==> src/rtl/shift_right_seq.sv <==
// shift_right_seq: sequential 8-bit right shifter (logical/arithmetic),
// one bit position per clock, with start/busy/done handshake.
module shift_right_seq (
  input  logic       clk,
  input  logic       rst,
  input  logic       start,
  input  logic [7:0] A,
  input  logic [2:0] Amount,
  input  logic       Arith,
  output logic [7:0] Y,
  output logic       Carry,
  output logic       Zero,
  output logic       busy,
  output logic       done
);

  localparam int unsigned W  = 8;
  localparam int unsigned CW = 3;

  typedef enum logic [1:0] {
    S_IDLE  = 2'd0,
    S_SHIFT = 2'd1,
    S_DONE  = 2'd2
  } state_t;

  state_t          state_q, state_d;
  logic [W-1:0]    y_q, y_d;
  logic [CW-1:0]   count_q, count_d;
  logic            carry_q, carry_d;
  logic            mode_q, mode_d;
  logic            busy_q, busy_d;
  logic            done_q, done_d;

  // State register
  always_ff @(posedge clk or posedge rst) begin
    if (rst) state_q <= S_IDLE;
    else     state_q <= state_d;
  end

  // Next-state logic; a zero amount skips SHIFT entirely
  always_comb begin
    state_d = state_q;
    unique case (state_q)
      S_IDLE:  if (start) state_d = (Amount == CW'(0)) ? S_DONE : S_SHIFT;
      S_SHIFT: if (count_q == CW'(1)) state_d = S_DONE;
      S_DONE:  state_d = S_IDLE;
      default: state_d = S_IDLE;
    endcase
  end

  // Datapath and handshake next values; busy/done are decoded from the next state
  // so the registered copies line up with the state they describe
  always_comb begin
    y_d     = y_q;
    carry_d = carry_q;
    count_d = count_q;
    mode_d  = mode_q;
    busy_d  = (state_d != S_IDLE);
    done_d  = (state_d == S_DONE);
    unique case (state_q)
      S_IDLE: begin
        if (start) begin
          y_d     = A;
          count_d = Amount;
          mode_d  = Arith;
          carry_d = 1'b0;
        end
      end
      S_SHIFT: begin
        y_d     = {(mode_q & y_q[W-1]), y_q[W-1:1]};
        carry_d = y_q[0];
        count_d = count_q - CW'(1);
      end
      default: ;
    endcase
  end

  // Datapath and handshake registers
  always_ff @(posedge clk or posedge rst) begin
    if (rst) begin
      y_q     <= '0;
      carry_q <= 1'b0;
      count_q <= '0;
      mode_q  <= 1'b0;
      busy_q  <= 1'b0;
      done_q  <= 1'b0;
    end else begin
      y_q     <= y_d;
      carry_q <= carry_d;
      count_q <= count_d;
      mode_q  <= mode_d;
      busy_q  <= busy_d;
      done_q  <= done_d;
    end
  end

  assign Y     = y_q;
  assign Carry = carry_q;
  assign Zero  = (y_q == W'(0));
  assign busy  = busy_q;
  assign done  = done_q;

endmodule
==> config.mk <==
export PLATFORM = sky130hd
export DESIGN_NAME = shift_right_seq
export DESIGN_NICKNAME = d
export VERILOG_FILES = /design/src/rtl/shift_right_seq.sv
export SDC_FILE = /design/constraint.sdc
export NUM_CORES = 1
export LEC_CHECK = 0
export CAP_MARGIN = 20
export CORE_UTILIZATION = 44
export DETAILED_ROUTE_END_ITERATION = 7
export GPL_ROUTABILITY_DRIVEN = 0
export GPL_TIMING_DRIVEN = 0
export PLACE_DENSITY = 0.77
export SYNTH_ARGS = -nofsm -noshare
export SYNTH_HDL_FRONTEND = slang
export SYNTH_SLANG_ARGS = --single-unit
==> constraint.sdc <==
create_clock -name clk -period 1.2 [get_ports clk]
set_input_delay 0.12 -clock clk [delete_from_list [all_inputs] [get_ports clk]]
set_output_delay 0.12 -clock clk [all_outputs]
set_load 0.1 [all_outputs]
==> results of run 1 <==
-- kinds of logic after synthesis --
| logic type | Yosys count | share of synthesized area (%) |
|---|---|---|
| AOI/OAI and AO/OA | 31 | 24.3 |
| adders and majority gates | 2 | 2.99 |
| buffers and inverters | 15 | 8.83 |
| DFF | 17 | 50.9 |
| muxes | 1 | 1.80 |
| and+or+nand+nor | 18 | 11.2 |
-- flip-flops by register name, summed over array words and instances, names as in the netlist --
name,flops
Y,8
count_q,3
state_q,2
Carry,1
busy,1
done,1
mode_q,1
-- Yosys cell counts (2+ instances only) --
master / count
o21ai_0: 2
dfrtp_1: 17
nor2_1: 3
inv_1: 9
or4_1: 2
buf_2: 2
o21ai_1: 7
o22ai_1: 3
a21oi_1: 6
buf_6: 2
a32oi_1: 2
ha_1: 2
a22oi_1: 7
nand2_1: 8
-- worst paths after layout --
check / start / endpoint / slack, ns / depth (start not counted)
min in group clk: start / busy / 0.39 / 3
worst min-delay path: rst / count_q[2] / 0.21 / 2
worst max-delay path: Y[0] / Zero / -0.54 / 3
worst max register to register: state_q[0] / mode_q / 0.05 / 4
worst min register to register: Carry / Carry / 0.51 / 1
max in group asynchronous: rst / Y[0] / 0.52 / 2
-- timing repair --
item                                    4_1_cts  5_1_grt
endpoints found under the setup margin       18       16
setup buffers                                 3        0
gates resized for setup                      67        5
pin swaps                                     3        2
hold buffers                                  0        0
gates cloned                                  0        0
-- metrics by stage --
stage	util, %	instances	setup TNS (ns)
3_3_place_gp	66.5	135	-8.01
3_5_place_dp	66.5	135	-8.45
5_1_grt	69.0	142	-1.14
6_report	69.0	142	-1.03
2_1_floorplan	-	84	-0.623
4_1_cts	68.2	142	-1.06
-- layout by cell type, fill, tap and decap left out, types with 2 or more instances in the layout --
master	n
buf_2	5
dfrtp_1	9
or4_4	2
o22ai_1	3
buf_4	9
dfrtp_4	3
buf_6	2
clkdlybuf4s50_1	13
o21ai_0	2
nor2_1	2
a22oi_1	7
a21oi_1	6
inv_1	9
nand2_1	8
clkbuf_4	4
dfrtp_2	5
o21ai_1	7
ha_1	2
-- routing by layer --
metal / GRT usage [%] / vias to the layer above / share of wire [%]
li1: - / 364 / -
met1: 27.9 / 351 / 47
met2: 32.9 / 19 / 48
met3: 3.57 / 2 / 4.0
met4: 5.45 / 0 / 0.74
met5: 0 / - / 0
-- cell type report --
cell class	count	area, µm²	share of cell area (%)
clock buffers	4	26.3	2.18
inverters	10	37.5	3.12
plain buffers	5	37.5	3.12
multi-input cells	52	367	30.5
well taps	25	31.3	2.60
repair buffers	29	262	21.7
flip-flops and latches	17	443	36.8
==> summary.md, run 1 <==
| Metric | Value |
|---|---|
| Status | `complete, but fails checks` |
| Violated checks | `setup timing` |
| Wirelength per Cell | `approximately 13 µm` |
| Critical path capture point type | `output port` |
| Design Area, Final | `approximately 0.0012 mm²` |
| Synth top area share | `50.9%` |
| Synth Instances | `84` |
| Syn Nets | `around 100` |
| Syn Std Cell Area | `about 840 µm²` |
| Count of different cell masters after synthesis | `26` |
| Remaining global-route overflow | `0` |
| Top FF cell, synth | `dfrtp_1` |
| Critical path peak fanout | `3` |
| Initial antenna violation count | `0` |
| Nets | `135` |
| GRT Total Usage | `20.4%` |
| Syn avg cell area | `roughly 10 µm²` |
| # Max-Cap Violations | `0` |
| # fillers | `147` |
| Die Width | `45.6 µm` |
| Crit path max-delay family | `simple AND/OR/NAND/NOR gates` |
| Highest Clock Rate | `0.575 GHz` |
| Core area | `around 0.0017 mm²` |
| Diode count | `0` |
| Least-Margin Pin Slew | `0.950 ns` |
| Clock-pin slew on the worst setup and hold paths | `~0.090 ns` |
| DRT iter0 DRCs | `8` |
| Clock H-tree levels | `1` |
| Worst Setup Start Kind | `flip-flop` |
| Async set or reset register ratio after synthesis | `100%` |
| Period utilization | `145%` |
| Area growth, synth to finish | `44.0%` |
| CP Data Required Time | `1.08 ns` |
| Routed wire length | `1890 µm` |
| Critical path class | `flip-flop to output port` |
| CTS Buffer Depth | `2` |
| Later-pin clock latency in the skew report | `between 0.2 and 0.3 ns` |
| Slowest cell on crit path | `or4_4` |
| First-pass GRT wire length | `3040 µm` |
| Final Hold Viols | `0` |
| Crit path largest cell delay | `between 0.5 and 0.6 ns` |
| Post-synth EDFFs | `0` |
| Largest net degree at the start of global routing | `18` |
| Min-delay worst type | `input port to asynchronous set/reset pin` |
| Clock buffer count from CTS | `3` |
| Max_slew headroom | `36.9%` |
| Initial core utilization | `between 40 and 50%` |
| Post-DRT Antenna Nets | `0` |
| CP Buf/Inv Count | `1` |
| Drt first pass iters | `4` |
| Port buffer count | `26` |
| Clock Sinks | `17` |
| Critical path, cell by cell | `or4_4 -> nor2_4 -> buf_12` |
| Seq/Total Area, Yosys | `between 50% and 60%` |
| I/O pin cnt | `27` |
| Die area | `0.00208 mm²` |
| Setup WS pre-CTS | `-1.19 ns` |
| Die Span Y | `roughly 46 µm` |
| Area after DPL | `0.00116 mm²` |
| Drt via density | `5.18` |
| Setup-failing EPs final | `3` |
| Layout cell share with drive strength beyond 1 | `33.3%` |
| Final worst slack | `-0.539 ns` |
| Post-Route Skew | `about 0.00075 ns` |
| Vias in the first global route | `691` |
| FP Rows | `15` |
| TritonCTS clock tree | `built` |
| Final Hold Slack | `0.213 ns` |
| Synth warn | `0` |
| Crit path time final | `1.74 ns` |
| Clk root buf | `clkbuf_4` |
| Cell taking the most area after synthesis | `dfrtp_1` |
| Residual DRC | `0` |
| Via count | `736` |
| Top cells by area, synth | `dfrtp_1, a22oi_1, o21ai_1` |
| RSZ-0062 raised after global routing | `yes` |
| Seq cells post-synth | `17` |
| Post-DP HPWL | `1390 µm` |
| Slew Limit Fails | `0` |
| Crit path DAT | `1.62 ns` |
Power of run 1 is not shown: default switching activity piles up to over one toggle a cycle in this logic, so the estimate is an artifact.
==> inputs of run 2 (changes only) <==
CORE_UTILIZATION = 47   (was 44)
PLACE_DENSITY = 0.81   (was 0.77)
clock period = 2.01 ns   (was 1.2 ns; I/O delays follow)
==> run 2 against run 1 <==
The flow now finishes without violations. Clock skew grew 0.00084 ns. Final cell count shrank 8.5%. Critical endpoint is now done. Critical path type unchanged. Core utilization grew 4.0 points. Die area shrank 6.1%. Via count grew 3.1%. Flip-flop and latch count is the same. Critical path depth shrank 2. Wire length grew 4.7%. Count of clock-buffer cells in the layout is the same. Final area shrank 4.5%. Non-clock buffer count shrank 3.
==> summary.md, run 2 (synthesis gave the netlist of run 1 again) <==
| Metric | Value |
|---|---|
| Drt via density | `a little under 6` |
| FP Rows | `14` |
| Die area | `0.00195 mm²` |
| First-pass GRT wire length | `3250 µm` |
| Min-delay worst type | `input port to asynchronous set/reset pin` |
| Slew Limit Fails | `0` |
| Initial core utilization | `a little over half` |
| Routed wire length | `1980 µm` |
| Clock-pin slew on the worst setup and hold paths | `~0.10 ns` |
| Post-DP HPWL | `1430 µm` |
| Status | `complete, no violations` |
| Layout cell share with drive strength beyond 1 | `19.3%` |
| Clock H-tree levels | `1` |
| Vias in the first global route | `between 700 and 800` |
| Area after DPL | `about 0.0011 mm²` |
| Largest net degree at the start of global routing | `18` |
| Crit path largest cell delay | `1.13 ns` |
| Highest Clock Rate | `0.507 GHz` |
| Diode count | `0` |
| Commonest non-fill, non-tap cells in the layout | `clkdlybuf4s50_1, dfrtp_1, inv_1` |
| Least-Margin Pin Slew | `a little under 1 ns` |
| I/O pin cnt | `27` |
| Later-pin clock latency in the skew report | `0.30 ns` |
| Area growth, synth to finish | `37.6%` |
| Slowest cell on crit path | `clkdlybuf4s50_1` |
| Critical path, cell by cell | `clkdlybuf4s50_1` |
| Hold_buf cts | `0` |
| Crit path time final | `1.97 ns` |
| Max reg flops | `8` |
| Core Util, Final | `72.9%` |
| Design Area, Final | `0.00115 mm²` |
| Residual DRC | `0` |
| Core area | `0.00158 mm²` |
| Crit path DAT | `1.77 ns` |
| Remaining global-route overflow | `0` |
| Initial antenna violation count | `0` |
| Clock buffer count from CTS | `3` |
| Sum of negative setup slack | `0 ns` |
| Post-Route Skew | `~0.0016 ns` |
| Max_slew headroom | `34.9%` |
| Wirelength per Cell | `about 15 µm` |
| Drt first pass iters | `6` |
| Nets | `132` |
| Setup-failing EPs final | `0` |
| DRT iter0 DRCs | `28` |
| Die Span Y | `44.2 µm` |
| Critical path capture point type | `output port` |
| GRT Total Usage | `23.3%` |
| Final Hold Slack | `0.280 ns` |
| TritonCTS clock tree | `built` |
| CTS Buffer Depth | `2` |
| Via count | `759` |
| # Max-Cap Violations | `0` |
| Crit path max-delay family | `buffers and inverters` |
| Clock Sinks | `17` |
| Critical path class | `flip-flop to output port` |
| Die Width | `44.2 µm` |
| Period utilization | `98.1%` |
| Port buffer count | `26` |
| Critical path peak fanout | `1` |
| Clk root buf | `clkbuf_4` |
| Worst Setup Start Kind | `flip-flop` |
| Post-DRT Antenna Nets | `0` |
| CP Data Required Time | `between 1.5 and 2 ns` |
| RSZ-0062 raised after global routing | `no` |
| Final Hold Viols | `0` |
| Commonest non-fill, non-tap cell in the layout | `clkdlybuf4s50_1` |
| CP Buf/Inv Count | `1` |
==> run 2: stage by stage <==
| step | cells | worst slack [ns] |
|---|---|---|
| floorplan | 84 | 0.0665 |
| global placement | 126 | -0.417 |
| detailed placement | 126 | -0.432 |
| CTS | 130 | 0.0278 |
| global route | 130 | 0.00197 |
| finish | 130 | 0.0386 |
==> run 2: per-layer routing <==
metal	routed length [µm]	track usage [%]	share of wire (%)
met1	826	28.3	42
met2	1030	39.7	52
met3	90	4.49	4.6
met4	36	10.9	1.8
met5	0	0	0
==> run 2: path summary, 6_finish.rpt <==
kind | depth (start not counted) | endpoint | slack, ns | startpoint
worst max-delay path | 1 | done | 0.04 | done
max in group asynchronous | 2 | Y[0] | 1.27 | rst
worst min register to register | 1 | Carry | 0.49 | Carry
worst max register to register | 4 | count_q[2] | 0.76 | state_q[1]
min in group clk | 1 | Carry | 0.49 | Carry
worst min-delay path | 2 | state_q[1] | 0.28 | rst
==> run 2: layout make-up <==
type | instances | area, µm²
sequential | 17 | 435
clock buffer | 4 | 26.3
inverter | 10 | 37.5
buffer | 5 | 36.3
timing repair buffer | 26 | 250
multi-input combinational | 52 | 344
tap | 16 | 20.0
fill | 141 | 427
==> run 2: repair_timing <==
action	CTS	global route
setup buffers	0	0
pin swaps	0	0
endpoints found under the setup margin	9	1
resized for setup	14	1
Power of run 2 is left out for the same reason.
==> inputs of run 3 (changes only) <==
REMOVE_ABC_BUFFERS = 1   (was unset)
==> run 3 against run 2 <==
Critical path depth unchanged. Clock skew about the same. Highest routed layer unchanged. Critical path type unchanged. Final area decreased by 4.9%. Hold slack better by 0.0062 ns. Fmax increased by 0.43%. Core utilization fell by 3.6 points. Non-clock buffer count fell by 5. Register-to-register slack worse by 0.29 ns. Final cell count down 3.8%. Flip-flop and latch count stayed put. Via count is 7.2% lower. Count of clock-buffer cells in the layout did not move.
==> summary.md, run 3 (synthesis gave the netlist of run 1 again) <==
| Metric | Value |
|---|---|
| I/O pin cnt | `27` |
| Routed wire length | `roughly 1700 µm` |
| Critical path class | `flip-flop to output port` |
| Post-DP HPWL | `1270 µm` |
| Worst Setup Start Kind | `flip-flop` |
| CTS Buffer Depth | `2` |
| Max_slew headroom | `34.8%` |
| # fillers | `roughly 140` |
| Die Span Y | `44.2 µm` |
| DRT iter0 DRCs | `12` |
| Clk root buf | `clkbuf_4` |
| Crit path time final | `1.96 ns` |
| Min-delay worst type | `input port to asynchronous set/reset pin` |
| Initial antenna violation count | `0` |
| Area growth, synth to finish | `30.8%` |
| Die Width | `44.2 µm` |
| First-pass GRT wire length | `2910 µm` |
| Sum of negative setup slack | `0 ns` |
| Remaining global-route overflow | `0` |
| Status | `complete, no violations` |
| Via count | `704` |
| TritonCTS clock tree | `built` |
| Setup-failing EPs final | `0` |
| R2R Path Start | `state_q[0]` |
| Final Hold Viols | `0` |
| Max reg flops | `8` |
| Hold_buf cts | `0` |
| # Max-Cap Violations | `0` |
| Wirelength per Cell | `13.9 µm` |
| Crit path DAT | `around 1.8 ns` |
| Slew Limit Fails | `0` |
| Crit path largest cell delay | `1.13 ns` |
| Vias in the first global route | `slightly above 700` |
| Drt first pass iters | `6` |
| Die area | `between 0.0015 and 0.002 mm²` |
| Nets | `127` |
| Period utilization | `97.7%` |
| Critical path, cell by cell | `clkdlybuf4s50_1` |
| Residual DRC | `0` |
| Clock buffer count from CTS | `3` |
| RSZ-0062 raised after global routing | `no` |
| Clock Sinks | `17` |
| Initial core utilization | `53.0%` |
| Diode count | `0` |
| FP Rows | `14` |
| Layout cell share with drive strength beyond 1 | `8.26%` |
| Least-Margin Pin Slew | `0.975 ns` |
| GRT Total Usage | `around a fifth` |
| Critical path peak fanout | `2` |
| Slowest cell on crit path | `clkdlybuf4s50_1` |
| Largest net degree at the start of global routing | `20` |
| Critical path capture point type | `output port` |
| Clock-pin slew on the worst setup and hold paths | `0.09 ns` |
| Highest Clock Rate | `0.509 GHz` |
| CP Data Required Time | `1.81 ns` |
| Drt via density | `5.63` |
| Crit path max-delay family | `buffers and inverters` |
| Post-Route Skew | `0.00140 ns` |
| Port buffer count | `26` |
| Core area | `0.00158 mm²` |
| Critical Path Start | `Carry` |
| Clock H-tree levels | `1` |
| Commonest non-fill, non-tap cells in the layout | `dfrtp_1, clkdlybuf4s50_1, inv_1` |
| Later-pin clock latency in the skew report | `0.28 ns` |
| Post-DRT Antenna Nets | `0` |
| CP Buf/Inv Count | `1` |
==> run 3: cell types whose count changed in the layout (fill, tap and decap cells not counted), sizes merged <==
cell and change:
buf -5, clkdlybuf4s50 +1, dlymetal6s2s -1
==> run 3: layout make-up <==
cell class	instances	area, µm²	share of cell area (%)
flip-flops and latches	17	425	38.9
multi-input cells	52	337	30.8
repair buffers	26	248	22.7
inverters	10	37.5	3.43
clock buffers	4	26.3	2.40
well taps	16	20.0	1.83
==> run 3: layer usage <==
metal  global-route usage, %  wire (µm)
met2                    34.1        865
met4                    9.09         19
met3                    3.67         77
met1                    26.3        777
met5                       0          0
==> run 3: per-stage QoR <==
step,cells,setup WS (ns),cell area [µm²],hold WS (ns),util [%]
floorplan,79,-0.841,800,0.127,-
CTS,125,0.0253,1090,0.315,69.2
detailed placement,121,-0.368,1080,0.480,68.5
finish,125,0.0470,1090,0.287,69.4
global placement,121,-0.369,1080,0.477,68.5
global route,125,0.00507,1090,0.371,69.4
==> run 3: worst paths after layout <==
check | to | slack (ns) | cells past startpoint
worst max-delay path | Carry | 0.05 | 1
worst min-delay path | state_q[1] | 0.29 | 2
worst max register to register | mode_q | 0.47 | 3
worst min register to register | Carry | 0.49 | 1
max in group asynchronous | Y[3] | 1.32 | 2
min in group clk | Carry | 0.49 | 1
==> run 3: timing repair <==
action / CTS / global route
resized for setup: 13 / 1
endpoints found under the hold margin: 0 / 0
buffers inserted: 0 / 0
setup endpoints to repair: 9 / 1
==> run 3: worst register-to-register path: cells and delay by family (launching register included) <==
family / cells / cell delay, ns
flip-flops: 1 / 0.63
multiplexers: 1 / 0.30
AND/OR/NAND/NOR: 2 / 0.50
Power of run 3 is left out for the same reason.
